## config.mk

```make
export PLATFORM = sky130hd
export DESIGN_NAME = seq_shift_add_multiplier_flat
export DESIGN_NICKNAME = d
export VERILOG_FILES = /design/src/rtl/seq_shift_add_multiplier_if.sv /design/src/rtl/seq_shift_add_multiplier.sv /design/src/flat_wrapper.sv
export SDC_FILE = /design/constraint.sdc
export NUM_CORES = 1
export LEC_CHECK = 0
export ABC_AREA = 1
export CAP_MARGIN = 5
export CORE_MARGIN = 1.5
export CORE_UTILIZATION = 56
export DETAILED_ROUTE_END_ITERATION = 8
export HOLD_SLACK_MARGIN = 0.08
export PLACE_DENSITY = 0.94
export SLEW_MARGIN = 20
export SYNTH_ARGS = -nofsm -noshare
export SYNTH_HDL_FRONTEND = slang
export SYNTH_SLANG_ARGS = --single-unit
export TNS_END_PERCENT = 1
```

## constraint.sdc

```tcl
create_clock -name clk -period 5.4 [get_ports clk]
set_input_delay 0.54 -clock clk [delete_from_list [all_inputs] [get_ports clk]]
set_output_delay 0.54 -clock clk [all_outputs]
set_load 0.005 [all_outputs]
```

## src/rtl/seq_shift_add_multiplier_if.sv

```systemverilog
// Request/response bundle for seq_shift_add_multiplier.
// The signed_op wire exists only when SEQ_MULT_SIGNED_EN is defined.
interface seq_shift_add_multiplier_if #(
    parameter int WIDTH = 8
);
    logic               start;
    logic [WIDTH-1:0]   a;
    logic [WIDTH-1:0]   b;
    logic               busy;
    logic               done;
    logic [2*WIDTH-1:0] product;
`ifdef SEQ_MULT_SIGNED_EN
    logic               signed_op;

    modport master (output start, a, b, signed_op, input busy, done, product);
    modport slave  (input start, a, b, signed_op, output busy, done, product);
`else
    modport master (output start, a, b, input busy, done, product);
    modport slave  (input start, a, b, output busy, done, product);
`endif
endinterface

```

## src/rtl/seq_shift_add_multiplier.sv

```systemverilog
// Sequential shift-and-add multiplier: one add per cycle, WIDTH steps, start/busy/done handshake.
// Optional two's-complement mode is enabled by defining SEQ_MULT_SIGNED_EN.
module seq_shift_add_multiplier #(
    parameter int WIDTH = 8
) (
    input logic                       clk,
    input logic                       rst,
    seq_shift_add_multiplier_if.slave bus
);
    localparam int            CW        = $clog2(WIDTH + 1);
    localparam logic [CW-1:0] LAST_STEP = CW'(WIDTH - 1);
    localparam logic [CW-1:0] CNT_ONE   = CW'(1);

    typedef enum logic [1:0] {
        IDLE = 2'd0,
        RUN  = 2'd1,
        DONE = 2'd2
    } state_t;

    state_t             state_r;
    logic [WIDTH-1:0]   mcand_r;
    logic [WIDTH-1:0]   mplier_r;
    logic [WIDTH-1:0]   acc_hi_r;
    logic [CW-1:0]      cnt_r;
    logic               busy_r;
    logic               done_r;
    logic [2*WIDTH-1:0] product_r;

    logic [WIDTH:0]     addend_s;
    logic [WIDTH:0]     sum_s;
    logic [WIDTH-1:0]   next_hi_s;
    logic [WIDTH-1:0]   next_lo_s;
    logic [2*WIDTH-1:0] raw_s;
    logic [2*WIDTH-1:0] result_s;
    logic [WIDTH-1:0]   cap_a_s;
    logic [WIDTH-1:0]   cap_b_s;

`ifdef SEQ_MULT_SIGNED_EN
    logic               neg_r;
    logic               cap_neg_s;

    function automatic logic [WIDTH-1:0] magnitude(input logic [WIDTH-1:0] v, input logic is_signed);
        if (is_signed && v[WIDTH-1]) begin
            magnitude = ~v + {{(WIDTH-1){1'b0}}, 1'b1};
        end else begin
            magnitude = v;
        end
    endfunction

    function automatic logic [2*WIDTH-1:0] negate(input logic [2*WIDTH-1:0] v);
        negate = ~v + {{(2*WIDTH-1){1'b0}}, 1'b1};
    endfunction
`endif

    // One step: add multiplicand into the high half when the multiplier LSB is set, then shift {carry, acc} right.
    always_comb begin
        addend_s  = mplier_r[0] ? {1'b0, mcand_r} : {(WIDTH+1){1'b0}};
        sum_s     = {1'b0, acc_hi_r} + addend_s;
        next_hi_s = sum_s[WIDTH:1];
        next_lo_s = {sum_s[0], mplier_r[WIDTH-1:1]};
        raw_s     = {next_hi_s, next_lo_s};
    end

`ifdef SEQ_MULT_SIGNED_EN
    // Signed mode multiplies magnitudes; sign is restored when the product is loaded.
    always_comb begin
        cap_a_s   = magnitude(bus.a, bus.signed_op);
        cap_b_s   = magnitude(bus.b, bus.signed_op);
        cap_neg_s = bus.signed_op && (bus.a[WIDTH-1] ^ bus.b[WIDTH-1]);
        if (neg_r) begin
            result_s = negate(raw_s);
        end else begin
            result_s = raw_s;
        end
    end
`else
    // Unsigned only: operands and result pass straight through.
    always_comb begin
        cap_a_s  = bus.a;
        cap_b_s  = bus.b;
        result_s = raw_s;
    end
`endif

    // Control FSM with datapath registers and registered handshake outputs.
    always_ff @(posedge clk) begin
        if (rst) begin
            state_r   <= IDLE;
            busy_r    <= 1'b0;
            done_r    <= 1'b0;
            product_r <= {(2*WIDTH){1'b0}};
            cnt_r     <= {CW{1'b0}};
            mcand_r   <= {WIDTH{1'b0}};
            mplier_r  <= {WIDTH{1'b0}};
            acc_hi_r  <= {WIDTH{1'b0}};
`ifdef SEQ_MULT_SIGNED_EN
            neg_r     <= 1'b0;
`endif
        end else begin
            case (state_r)
                IDLE, DONE: begin
                    done_r <= 1'b0;
                    if (bus.start) begin
                        mcand_r  <= cap_a_s;
                        mplier_r <= cap_b_s;
                        acc_hi_r <= {WIDTH{1'b0}};
                        cnt_r    <= {CW{1'b0}};
`ifdef SEQ_MULT_SIGNED_EN
                        neg_r    <= cap_neg_s;
`endif
                        busy_r   <= 1'b1;
                        state_r  <= RUN;
                    end else begin
                        busy_r   <= 1'b0;
                        state_r  <= IDLE;
                    end
                end
                RUN: begin
                    acc_hi_r <= next_hi_s;
                    mplier_r <= next_lo_s;
                    cnt_r    <= cnt_r + CNT_ONE;
                    // The last step's shifted value goes straight into product.
                    if (cnt_r == LAST_STEP) begin
                        product_r <= result_s;
                        busy_r    <= 1'b0;
                        done_r    <= 1'b1;
                        state_r   <= DONE;
                    end else begin
                        busy_r    <= 1'b1;
                        done_r    <= 1'b0;
                        state_r   <= RUN;
                    end
                end
                default: begin
                    busy_r  <= 1'b0;
                    done_r  <= 1'b0;
                    state_r <= IDLE;
                end
            endcase
        end
    end

    assign bus.busy    = busy_r;
    assign bus.done    = done_r;
    assign bus.product = product_r;

endmodule

```

## src/flat_wrapper.sv

```systemverilog
// flat-port wrapper written by rule: the top's interface ports become plain ports
module seq_shift_add_multiplier_flat 
#(
    parameter int WIDTH = 8
)
  (clk, rst, bus_start, bus_a, bus_b, bus_busy, bus_done, bus_product);
  seq_shift_add_multiplier_if #(.WIDTH(WIDTH)) bus_i ();
  input logic clk;
  input logic rst;
  input wire logic [$bits(bus_i.start)-1:0] bus_start;
  input wire logic [$bits(bus_i.a)-1:0] bus_a;
  input wire logic [$bits(bus_i.b)-1:0] bus_b;
  output wire logic [$bits(bus_i.busy)-1:0] bus_busy;
  output wire logic [$bits(bus_i.done)-1:0] bus_done;
  output wire logic [$bits(bus_i.product)-1:0] bus_product;
  assign bus_i.start = bus_start;
  assign bus_i.a = bus_a;
  assign bus_i.b = bus_b;
  assign bus_busy = bus_i.busy;
  assign bus_done = bus_i.done;
  assign bus_product = bus_i.product;
  seq_shift_add_multiplier #(.WIDTH(WIDTH)) u_core (.clk(clk), .rst(rst), .bus(bus_i));
endmodule
```

# Word level (Yosys, flattened, before mapping)
# Cells that the tools add are included.
# W data, S select, Z words.
[totals]
out_inout_bits = 18
elab_cells = 36
regBits = 48
inputBits = 19
[op_classes]
reduce_logical = 7
bitwise_logic = 1
addsub = 2
n_eq_ne = 4
mux = 14
[op_table]
columns = ["op", "n"]
rows = [
  ["$pmux W8 S2", 2],
  ["$mux W8", 3],
  ["$add A8 B9 Y9", 1],
  ["$pmux W4 S2", 1],
  ["$reduce_and A2 Y1", 3],
  ["$add A4 B1 Y4 const B", 1],
  ["$eq A4 B3 Y1 const B", 1],
  ["$mux W1", 4],
  ["$mux W4", 1],
  ["$pmux W2 S2", 1],
  ["$reduce_or A2 Y1", 2],
  ["$eq A2 B1 Y1 const B", 1],
  ["$eq A2 B2 Y1 const B", 1],
  ["$logic_not A2 Y1", 1],
  ["$mux W2", 1],
  ["$ne A2 B2 Y1 const B", 1],
  ["$pmux W1 S2", 1],
  ["$reduce_bool A2 Y1", 1],
  ["$not A1 Y1", 1],
]

# Logic depth before layout (Yosys ltp)
[logic_depth]
word_depth = 4
ltp_mapped = 14
depth_no_buf = 13

# Worst setup path after synthesis
# OpenSTA, ideal clock, no wires.
[synth_timing]
path_kind = "reg-to-reg"
startpoint = "register u_core.mplier_r[0]"
endpoint = "register u_core.product_r[15] (netlist: u_core.bus.product[15])"
path_stages_with_launch = 14
setup_time_ps = 113
t_arrival_ps = 1645
setup_slack_ps = 3641
required_time_ps = 5287
synth_period_minus_slack_ps = 1759
n_path_buf = 1
cell_sequence = "dfxtp_1 > clkbuf_1 > nand2_1 > inv_1 > ha_1 > fa_1 > nand2_1 > nand2_1 > nand3_1 > nand2_1 > nand2_1 > nand2_1 > o21ai_1 > inv_1"
[synth_between]
elab_chain_cells = 2
[synth_rtl]
columns = ["element", "line_no", "source"]
rows = [
  ["from (decl)", "seq_shift_add_multiplier.sv:22", "logic [WIDTH-1:0] mplier_r;"],
  ["from (signal assigned)", "seq_shift_add_multiplier.sv:94", "mplier_r <= {WIDTH{1'b0}};"],
  ["from (signal assigned)", "seq_shift_add_multiplier.sv:105", "mplier_r <= cap_b_s;"],
  ["from (signal assigned)", "seq_shift_add_multiplier.sv:120", "mplier_r <= next_lo_s;"],
  ["$mux W8", "seq_shift_add_multiplier.sv:57", "addend_s = mplier_r[0] ? {1'b0, mcand_r} : {(WIDTH+1){1'b0}};"],
  ["$add A8 B9 Y9", "seq_shift_add_multiplier.sv:58", "sum_s = {1'b0, acc_hi_r} + addend_s;"],
  ["to (signal assigned)", "seq_shift_add_multiplier.sv:91", "product_r <= {(2*WIDTH){1'b0}};"],
  ["to (signal assigned)", "seq_shift_add_multiplier.sv:124", "product_r <= result_s;"],
  ["to (decl)", "seq_shift_add_multiplier.sv:27", "logic [2*WIDTH-1:0] product_r;"],
]
# No other way between the ends.
# A chain may end at the register's enable or synchronous reset.

# Worst setup path after layout
# Ends and elaborated chain as after synthesis.

==> summary.md <==
| Metric | Value |
|---|---|
| Status | `finished clean` |
| Sw Ratio | `23.2%` |
| HPWL reported at the end of detailed placement | `3170 µm` |
| Unrepaired setup endpoints after global routing | `no` |
| Antenna viol nets, final | `0` |
| Root buf cell | `clkbuf_8` |
| Worst path max stage delay | `410 ps` |
| Logic pwr share | `9.5%` |
| Hold Path Sink | `u_core.bus.product[5]` |
| Reg2reg path depth | `12` |
| Worst IR Drop VDD | `0.195 mV` |
| Met1 Resource Use GR | `26.1%` |
| Leading cell types by count after synthesis | `nand2_1 (85), dfxtp_1 (47), nor2_1 (34)` |
| Via count | `1960` |
| Overall Power | `696 µW` |
| Net Sw Power | `161 µW` |
| Endpoints failing hold | `0` |
| Initial drt markers | `128` |
| Max-cap violations | `0` |
| Vias/cell | `5.16` |
| P_int | `535 µW` |
| CORE AREA | `0.00372 mm²` |
| Setup Fix Bufs, Post-CTS | `0` |
| Pre-CTS worst setup slack | `3340 ps` |
| Fraction of final layout cells sized beyond drive strength 1 | `8.73%` |
| Seq pwr share | `52.5%` |
| Area Growth Syn to Fin | `21.9%` |
| First-pass DRT Iterations | `4` |
| Crit. End Element | `flop` |
| Post-synthesis register bit count | `47` |
| First-pass GRT wire length | `7570 µm` |
| FF/Latch Area | `941 µm²` |
| Post-synth EDFFs | `0` |
| Post-synth cell types | `30` |
| Startpoint types | `flop` |
| Reg2Reg Launch Point | `u_core.mplier_r[0]` |
| Leading area contributor after synthesis | `dfxtp_1` |
| Buffers added on ports | `36` |
| Largest net degree at the start of global routing | `27` |
| Count leader, synth | `nand2_1` |
| # DRC | `0` |
| Hold Crit Start | `u_core.mplier_r[6]` |
| Post-route cell area | `0.00269 mm²` |
| Multi-input gate area | `0.00107 mm²` |
| Rows | `22` |
| CP Max Fanout | `9` |
| Vias in the first global route | `1798` |
| Met3 GRT Util | `5.62%` |
| Crit path kind | `reg2reg` |
| Hold_buf cts | `0` |
| Crit path cell chain | `nand2_1 -> inv_1 -> ha_1 -> fa_1 -> nand2_1 -> nand2_1 -> nand3_1 -> nand2_1 -> nand2_1 -> nand2_1 -> o21ai_1 -> inv_1` |
| Post-synth top flop | `dfxtp_1` |
| CTS H-tree lvls | `2` |
| Clk buf depth | `2` |
| Final Max Tran Viols | `0` |
| Setup TNS | `0 ps` |
| Worst hold stages | `2` |
| Min cycle time layout | `1890 ps` |
| Crit path max-delay family | `adder cells` |
| FILL cells | `287` |
| Worst path required time | `5600 ps` |
| Final Cycle Share | `35.1%` |
| Initial antenna violation count | `0` |
| Post-DP Area | `0.00257 mm²` |
| GRT met2 Usage | `40.8%` |
| Cell repeated most along the worst path | `nand2_1` |
| Yosys warns | `0` |
| Syn Std Cell Area | `0.00221 mm²` |
| Crit-path slowest cell | `fa_1` |
| Normalized max-slew margin | `62.2%` |
| Worst Tran Pin Value | `566 ps` |
| Number of diodes | `0` |
| Asr flop ratio synth | `0%` |
| Mean Syn Cell Area | `7.41 µm²` |
| Reg-to-reg slack, setup | `3510 ps` |
| WL/cell | `11.9 µm` |
| CP bufs+invs | `2` |
| CTS tree | `built` |
| Lkg Pwr | `1.26 nW` |
| CTS resizes | `0` |
| Synth top area share | `42.6%` |
| Clk sink count | `47` |
| GP Congestion | `0.811` |
| Setup-failing EPs final | `0` |
| Die height | `65.8 µm` |
| Clk_lat worst skew | `300 ps` |
| Hold WC Path Type | `reg2reg` |
| F_max | `0.528 GHz` |
| Ranking of synthesized cells by area | `dfxtp_1 (43%), nand2_1 (14%), nor2_1 (5.8%)` |
| I/O Pins | `37` |
| Total Nets Final | `360` |
| Clock-pin slew of the registers on the worst-case setup and hold paths | `80 ps` |
| Layout Skew | `5.17 ps` |
| Clock share of power | `37.9%` |
| Final WS setup | `3510 ps` |
| R2r endpoint | `u_core.bus.product[15]` |
| Worst path arrival time | `2100 ps` |
| Post-Syn Instances | `298` |
| Die area | `0.00433 mm²` |
| PD cells | `259 mW/mm²` |
| Num CTS Buffers | `5` |
| Syn_nets | `327` |
| GRT Util Overall | `22.7%` |
| Gr busiest metal | `met2` |
| Die width | `65.8 µm` |
| GRT Residual Overflow | `0` |
| Routed Wire Length | `4530 µm` |
| Post-synthesis sequential area ratio | `42.6%` |
| Starting Density | `59.4%` |
[cell type report]
| type | count | area share, % |
|---|---|---|
| inverter | 33 | 4.97 |
| clock inverter | 2 | 1.30 |
| sequential | 47 | 35.0 |
| tap | 48 | 2.23 |
| clock buffer | 6 | 3.07 |
| timing repair buffer | 37 | 13.7 |
| multi-input combinational | 207 | 39.8 |
[metal layers]
metal  vias to the layer above  wire, µm
li1                       1006         -
met1                       903      1900
met2                        43      2320
met3                         8       229
met4                         0        74
met5                         -         0
[cells in the final DEF (no fill, tap or decap)]
cell	synthesis	layout
or2_1	1	1
inv_6	1	1
a211oi_1	1	1
inv_1	27	27
a211oi_2	1	1
nor2_1	34	34
xnor2_1	1	1
clkbuf_8	0	6
nand2_1	85	85
o21ai_2	4	4
ha_1	9	9
fa_1	1	1
xor2_1	2	2
buf_4	0	1
bufinv_16	0	1
a31oi_1	4	4
nand3b_1	1	1
nor2_8	2	2
dfxtp_1	47	47
inv_2	3	3
clkdlybuf4s50_1	0	36
nor2_4	1	1
a21oi_1	18	18
clkinv_2	0	1
nand2_4	2	2
a21oi_2	1	1
inv_4	2	2
o21ai_0	15	15
nand3_1	20	20
o21ai_1	1	1
nand2_2	3	3
[power groups by stage]
stage               sequential, mW  combinational (mW)  clock [mW]
finish                       0.366              0.0663       0.264
floorplan                    0.371              0.0470           0
detailed placement           0.374              0.0661           0
global route                 0.367              0.0731       0.285
CTS                          0.365              0.0663       0.268
global placement             0.373              0.0648           0
[worst max path at each step]
stage | from | to | slack, ps | depth (start not counted)
after floorplan | u_core.mplier_r[0] | u_core.bus.product[15] | 3640 | 13
after global routing | u_core.mplier_r[0] | u_core.bus.product[15] | 3350 | 12
after CTS | u_core.mplier_r[0] | u_core.bus.product[15] | 3510 | 12
after global placement | rst | u_core.bus.product[3] | 3380 | 5
after detailed placement | rst | u_core.bus.product[3] | 3340 | 5
final | u_core.mplier_r[0] | u_core.bus.product[15] | 3510 | 12
[worst register-to-register path: stages (launching register included)]
cell,delay [ps]
dfxtp_1,400
nand2_1,100
inv_1,50
ha_1,200
fa_1,410
nand2_1,80
nand2_1,70
nand3_1,100
nand2_1,80
nand2_1,70
nand2_1,70
o21ai_1,120
inv_1,40
[registers in the layout (all words and copies together) (netlist names)]
| register | cells |
|---|---|
| u_core.acc_hi_r | 8 |
| u_core.bus.done | 1 |
| u_core.bus.product | 16 |
| u_core.cnt_r | 4 |
| u_core.mcand_r | 8 |
| u_core.mplier_r | 8 |
| u_core.state_r | 2 |
[cells by family (layout without fill, tap and decap cells)]
| family | count (synthesis) | after routing | share of synthesized area, % |
|---|---|---|---|
| flops | 47 | 47 | 42.6 |
| buf+inv | 44 | 78 | 8.84 |
| xor+xnor | 3 | 3 | 1.19 |
| simple gates | 149 | 149 | 29.6 |
| fa+ha+maj | 10 | 10 | 6.01 |
| compound gates | 45 | 45 | 11.7 |
[metrics by stage]
stage               util [%]  hold slack [ps]  instances
floorplan                  -              438        298
global placement        69.3              451        372
detailed placement      69.3              450        372
CTS                     72.4              463        380
global route            72.4              494        380
finish                  72.4              464        380
No activity file was read; power rests on OpenSTA's default activity.
==> edit 1 (same flow settings) <==
`WIDTH` is set to 8 in 3 places; all go to 32.
--- a/src/rtl/seq_shift_add_multiplier_if.sv
+++ b/src/rtl/seq_shift_add_multiplier_if.sv
@@ -1,7 +1,7 @@
 // Request/response bundle for seq_shift_add_multiplier.
 // The signed_op wire exists only when SEQ_MULT_SIGNED_EN is defined.
 interface seq_shift_add_multiplier_if #(
-    parameter int WIDTH = 8
+    parameter int WIDTH = 32
 );
     logic               start;
     logic [WIDTH-1:0]   a;
--- a/src/rtl/seq_shift_add_multiplier.sv
+++ b/src/rtl/seq_shift_add_multiplier.sv
@@ -1,7 +1,7 @@
 // Sequential shift-and-add multiplier: one add per cycle, WIDTH steps, start/busy/done handshake.
 // Optional two's-complement mode is enabled by defining SEQ_MULT_SIGNED_EN.
 module seq_shift_add_multiplier #(
-    parameter int WIDTH = 8
+    parameter int WIDTH = 32
 ) (
     input logic                       clk,
     input logic                       rst,
--- a/src/flat_wrapper.sv
+++ b/src/flat_wrapper.sv
@@ -1,7 +1,7 @@
 // flat-port wrapper written by rule: the top's interface ports become plain ports
 module seq_shift_add_multiplier_flat 
 #(
-    parameter int WIDTH = 8
+    parameter int WIDTH = 32
 )
   (clk, rst, bus_start, bus_a, bus_b, bus_busy, bus_done, bus_product);
   seq_shift_add_multiplier_if #(.WIDTH(WIDTH)) bus_i ();
Ports: changed (resized bus_a, bus_b and bus_product); port bits go from 37 to 133. The function was not compared with the original's and may differ.
==> edit 1 against the unedited design <==
  * Final area increased to 4.1 times the old value
  * Wire length rose to 5.4 times the old value
  * Via count rose to 4.5 times the old value
  * Area after synthesis increased to 4.1 times the old value
  * Clock skew rose by 4.4 ps
  * Power increased to 4.0 times the old value
  * Global-route usage grew 7.6 points
  * Sequential cell count rose by 122
  * Worst setup slack worse by 1400 ps
  * Critical path type unchanged
  * Largest power group unchanged
  * Highest routed layer unchanged
==> edit 1: results (changes against the unedited design) <==
Outcome
  – Status: complete, no violations

Clock network
  – Root buf cell: clkbuf_16
  – Clk Latency, worst-skew pair: 440 ps (+140 ps)
  – H-tree depth: 4 (+2)
  – Number of CTS-inserted buffers: 17 (+12)

Yosys
  – Post-synth top flop: dfxtp_1
  – Cell variety after synth: 36 (+20%)
  – Sequential cell area fraction in the yosys report: 37.70% (-4.9 points)
  – Syn Nets: 1445 (+340%)
  – Commonest cells in the netlist: nand2_1, inv_1, nor2_1

Detailed routing
  – Drt wl/cell: 14.59 um (+22%)
  – 1st-iter DRT viols: 699 (+450%)
  – Routed via count: 8869 (+350%)
  – Routed WL: 24400 um (+440%)
  – Drt pass-1 iters: 5 (+1)

Timing
  – Fin Hold WS: 471.3 ps (+7.505 ps)
  – Post-layout min period: 3288 ps (+1393 ps)
  – Worst Skew: 9.546 ps (+4.374 ps)
  – Slew @ Worst Pin: 955.3 ps (+389.5 ps)

Placed design
  – IO Port Bufs: 132 (+270%)
  – Area of placed instances: 10350 um2 (+300%)
  – Placed insts: 1641 (+340%)
  – DP Worst Slack: 2144 ps (-1200 ps)
  – DP HPWL: 16750 um (+430%)
  – Placer Congestion: 0.9813 (+21%)

Cells and area
  – Layout cell share with drive strength beyond 1: 6.246% (-2.5 points)
  – Layout Nets: 1545 (+330%)
  – Max FFs per register: 64 (+48)

Power
  – Overall power: 2.792 mW (+300%)
  – Proportion of power drawn by combinational gates: 8.8% (-0.7 points)
  – Leakage: 5.277 nW (+320%)
  – VDD IR-drop max: 0.0002407 V (+24%)
  – Clk pwr: 1.23 mW (+370%)

Worst setup path
  – Worst r2r path cells: 9 (-3)
  – Crit Reg-Reg Endpoint: u_core.bus.product[2]$_SDFFE_PP0P_
  – Max FO, Critical Path: 51 (+42)
  – Crit path DAT: 3650 ps (+1550 ps)
  – Worst r2r src: u_core.cnt_r[0]$_SDFFE_PP0P_

Worst hold path
  – Hold Startpoint: u_core.acc_hi_r[25]$_SDFFE_PP0P_
  – Worst Hold End: u_core.acc_hi_r[25]$_SDFFE_PP0P_

Global route
  – Vias in the first global route: 8719 (+380%)
  – Largest net degree at the start of global routing: 74 (+170%)
## edit 1: cells by family (layout without fill, tap and decap cells)
kind of cell	Yosys count	after routing	synth area share, %
simple gates	634	634	28.54
xor+xnor	15	15	1.464
fa+ha+maj	34	34	4.824
buf+inv	285	398	12.44
compound gates	207	207	15.04
flops	169	169	37.70
## edit 1: critical path, stage by stage (launching register included)
cell and delay (ps):
dfxtp_1 380, ha_1 210, nand3_2 100, nor2_2 100, nand2_2 120, nor2_4 750
inv_2 660, nor2_4 250, inv_2 340, o21ai_0 280
## edit 1: area by class of cell
type	count	area, um2
fill	1335	4822
multi-input combinational	890	4481
sequential	169	3383
timing repair buffer	138	1361
inverter	228	857.1
clock buffer	19	442.9
tap	216	270.3
clock inverter	13	152.6
## edit 1: per-layer routing
metal  track usage, %  share of wire [%]
met1            35.98                 42
met5                0                  0
met3            6.400                7.7
met2            51.57                 47
met4            15.42                3.6
==> edit 2 (same settings) <==
Made on the original files. Reset style: asynchronous (`rst`), changed in one clocked block.
--- a/src/rtl/seq_shift_add_multiplier.sv
+++ b/src/rtl/seq_shift_add_multiplier.sv
@@ -83,7 +83,7 @@
 `endif
 
     // Control FSM with datapath registers and registered handshake outputs.
-    always_ff @(posedge clk) begin
+    always_ff @(posedge clk or posedge rst) begin
         if (rst) begin
             state_r   <= IDLE;
             busy_r    <= 1'b0;
Formal check against the unedited RTL: differs if rst is asserted again (counterexample within 4 cycles, from zero or initial values and one cycle with rst high); with rst held inactive, the same outputs for 4 cycles.
==> edit 2 against the unedited design <==
  * Clock skew shrank 0.52 ps
  * Synthesized cell count decreased by 16%
  * Area after synthesis up 5.0%
  * Final cell count is 11% lower
  * Maximum frequency down 11%
  * Via count decreased by 6.5%
  * Worst setup slack got worse by 220 ps
  * Sequential share of layout area is 6.2 points higher
  * Wire length rose by 2.3%
  * Final area up 3.9%
  * Sequential cell count fell by 1
  * Critical endpoint is now u_core.acc_hi_r[3]$_DFFE_PP0P_
  * Highest routed layer unchanged
Power is not compared: it rests on default switching activity, and its combinational part moved more than twofold at a synthesized area within 25%.
==> edit 2: results (changes against the unedited design) <==
Outcome
  – Status: complete, no violations

Detailed routing
  – Routed WL: 4630 um (+2.3%)
  – 1st-iter DRT viols: 165 (+29%)
  – Drt pass-1 iters: 5 (+1)
  – Routed via count: 1833 (-6.5%)
  – WL met2: 2225 um (-4.2%)
  – Met1 WL: 1984 um (+4.4%)

Global route
  – Met2 Use GR: 36.39% (-4.4 points)
  – Vias in the first global route: 1688 (-6.1%)
  – GR Util met3: 6.167% (+0.54 points)
  – Global-route wire length before repair: 7797 um (+3.0%)
  – Global Route met1 Usage: 30.20% (+4.1 points)
  – Gr usage total: 22.98% (+0.31 points)
  – Largest net degree at the start of global routing: 47 (+74%)

Timing
  – Slew @ Worst Pin: 553.0 ps (-12.90 ps)
  – Worst Skew: 4.647 ps (-0.5247 ps)

Yosys
  – Commonest cells in the netlist: nand2_1, dfrtp_1, inv_1
  – Post-synth top flop: dfrtp_1
  – Syn Nets: 278 (-15%)
  – Synth top area cells: dfrtp_1, nand2_1, nand3_1
  – Sequential cell area fraction in the yosys report: 49.68% (+7.0 points)
  – Cell variety after synth: 33 (+10%)
  – Async SR Flop Fraction: 100.0% (+100 points)
  – Post-Synthesis Cells: 249 (-16%)

Worst setup path
  – Crit path DAT: 2370 ps (+270 ps)
  – Slowest cell on the critical path: dfrtp_1
  – CP top delay family: simple AND/OR/NAND/NOR gates
  – Critical path's largest stage delay: 530 ps (+120 ps)

Power
  – Comb group: 0.852 mW

Cells and area
  – Fillers: 279 (-2.8%)
  – Final Non-Filler Cells: 337 (-11%)
  – Layout cell share with drive strength beyond 1: 13.94% (+5.2 points)
  – Layout Nets: 315 (-13%)

Placed design
  – DP HPWL: 3287 um (+3.6%)
  – DP Worst Slack: 3109 ps (-234.9 ps)
  – Placer Congestion: 0.8789 (+8.4%)
  – Placed insts: 329 (-12%)
-- edit 2: cell types whose count changed after synthesis, sizes merged, moves of 8 or more --
cell / delta
a21oi: -14
dfxtp: -47
o21ai: -9
mux2: +8
nor2: -27
dfrtp: +46
nand2: -17
-- edit 2: path summary, 6_finish.rpt --
check / cells after the start / endpoint / startpoint / slack, ps
setup / recovery: 12 / u_core.acc_hi_r[3]$_DFFE_PP0P_ / u_core.mplier_r[0]$_DFFE_PP0P_ / 3280
hold / removal: 1 / u_core.cnt_r[3]$_DFFE_PP0P_ / u_core.cnt_r[3]$_DFFE_PP0P_ / 470
setup reg to reg: 12 / u_core.acc_hi_r[3]$_DFFE_PP0P_ / u_core.mplier_r[0]$_DFFE_PP0P_ / 3280
min in group asynchronous: 3 / u_core.bus.done$_DFF_PP0_ / rst / 670
max in group asynchronous: 3 / u_core.bus.product[2]$_DFFE_PP0P_ / rst / 4360
hold reg to reg: 1 / u_core.cnt_r[3]$_DFFE_PP0P_ / u_core.cnt_r[3]$_DFFE_PP0P_ / 470
-- edit 2: area by class of cell --
class | instances | area (um2) | share of cell area, %
well taps | 50 | 62.56 | 2.237
clock buffers | 6 | 72.57 | 2.595
repair buffers | 37 | 367.9 | 13.15
multi-input cells | 162 | 972.2 | 34.77
clock inverters | 2 | 37.54 | 1.342
flip-flops and latches | 46 | 1151 | 41.16
inverters | 34 | 132.6 | 4.743
-- edit 2: logic make-up (layout without fill, tap and decap cells) --
group	after synthesis	in the layout	share of synthesized area, %
xor+xnor	1	1	0.3780
flops	46	46	49.68
mux	8	8	3.888
simple gates	114	114	22.35
fa+ha+maj	10	10	5.724
compound gates	29	29	9.612
buf+inv	41	79	8.369
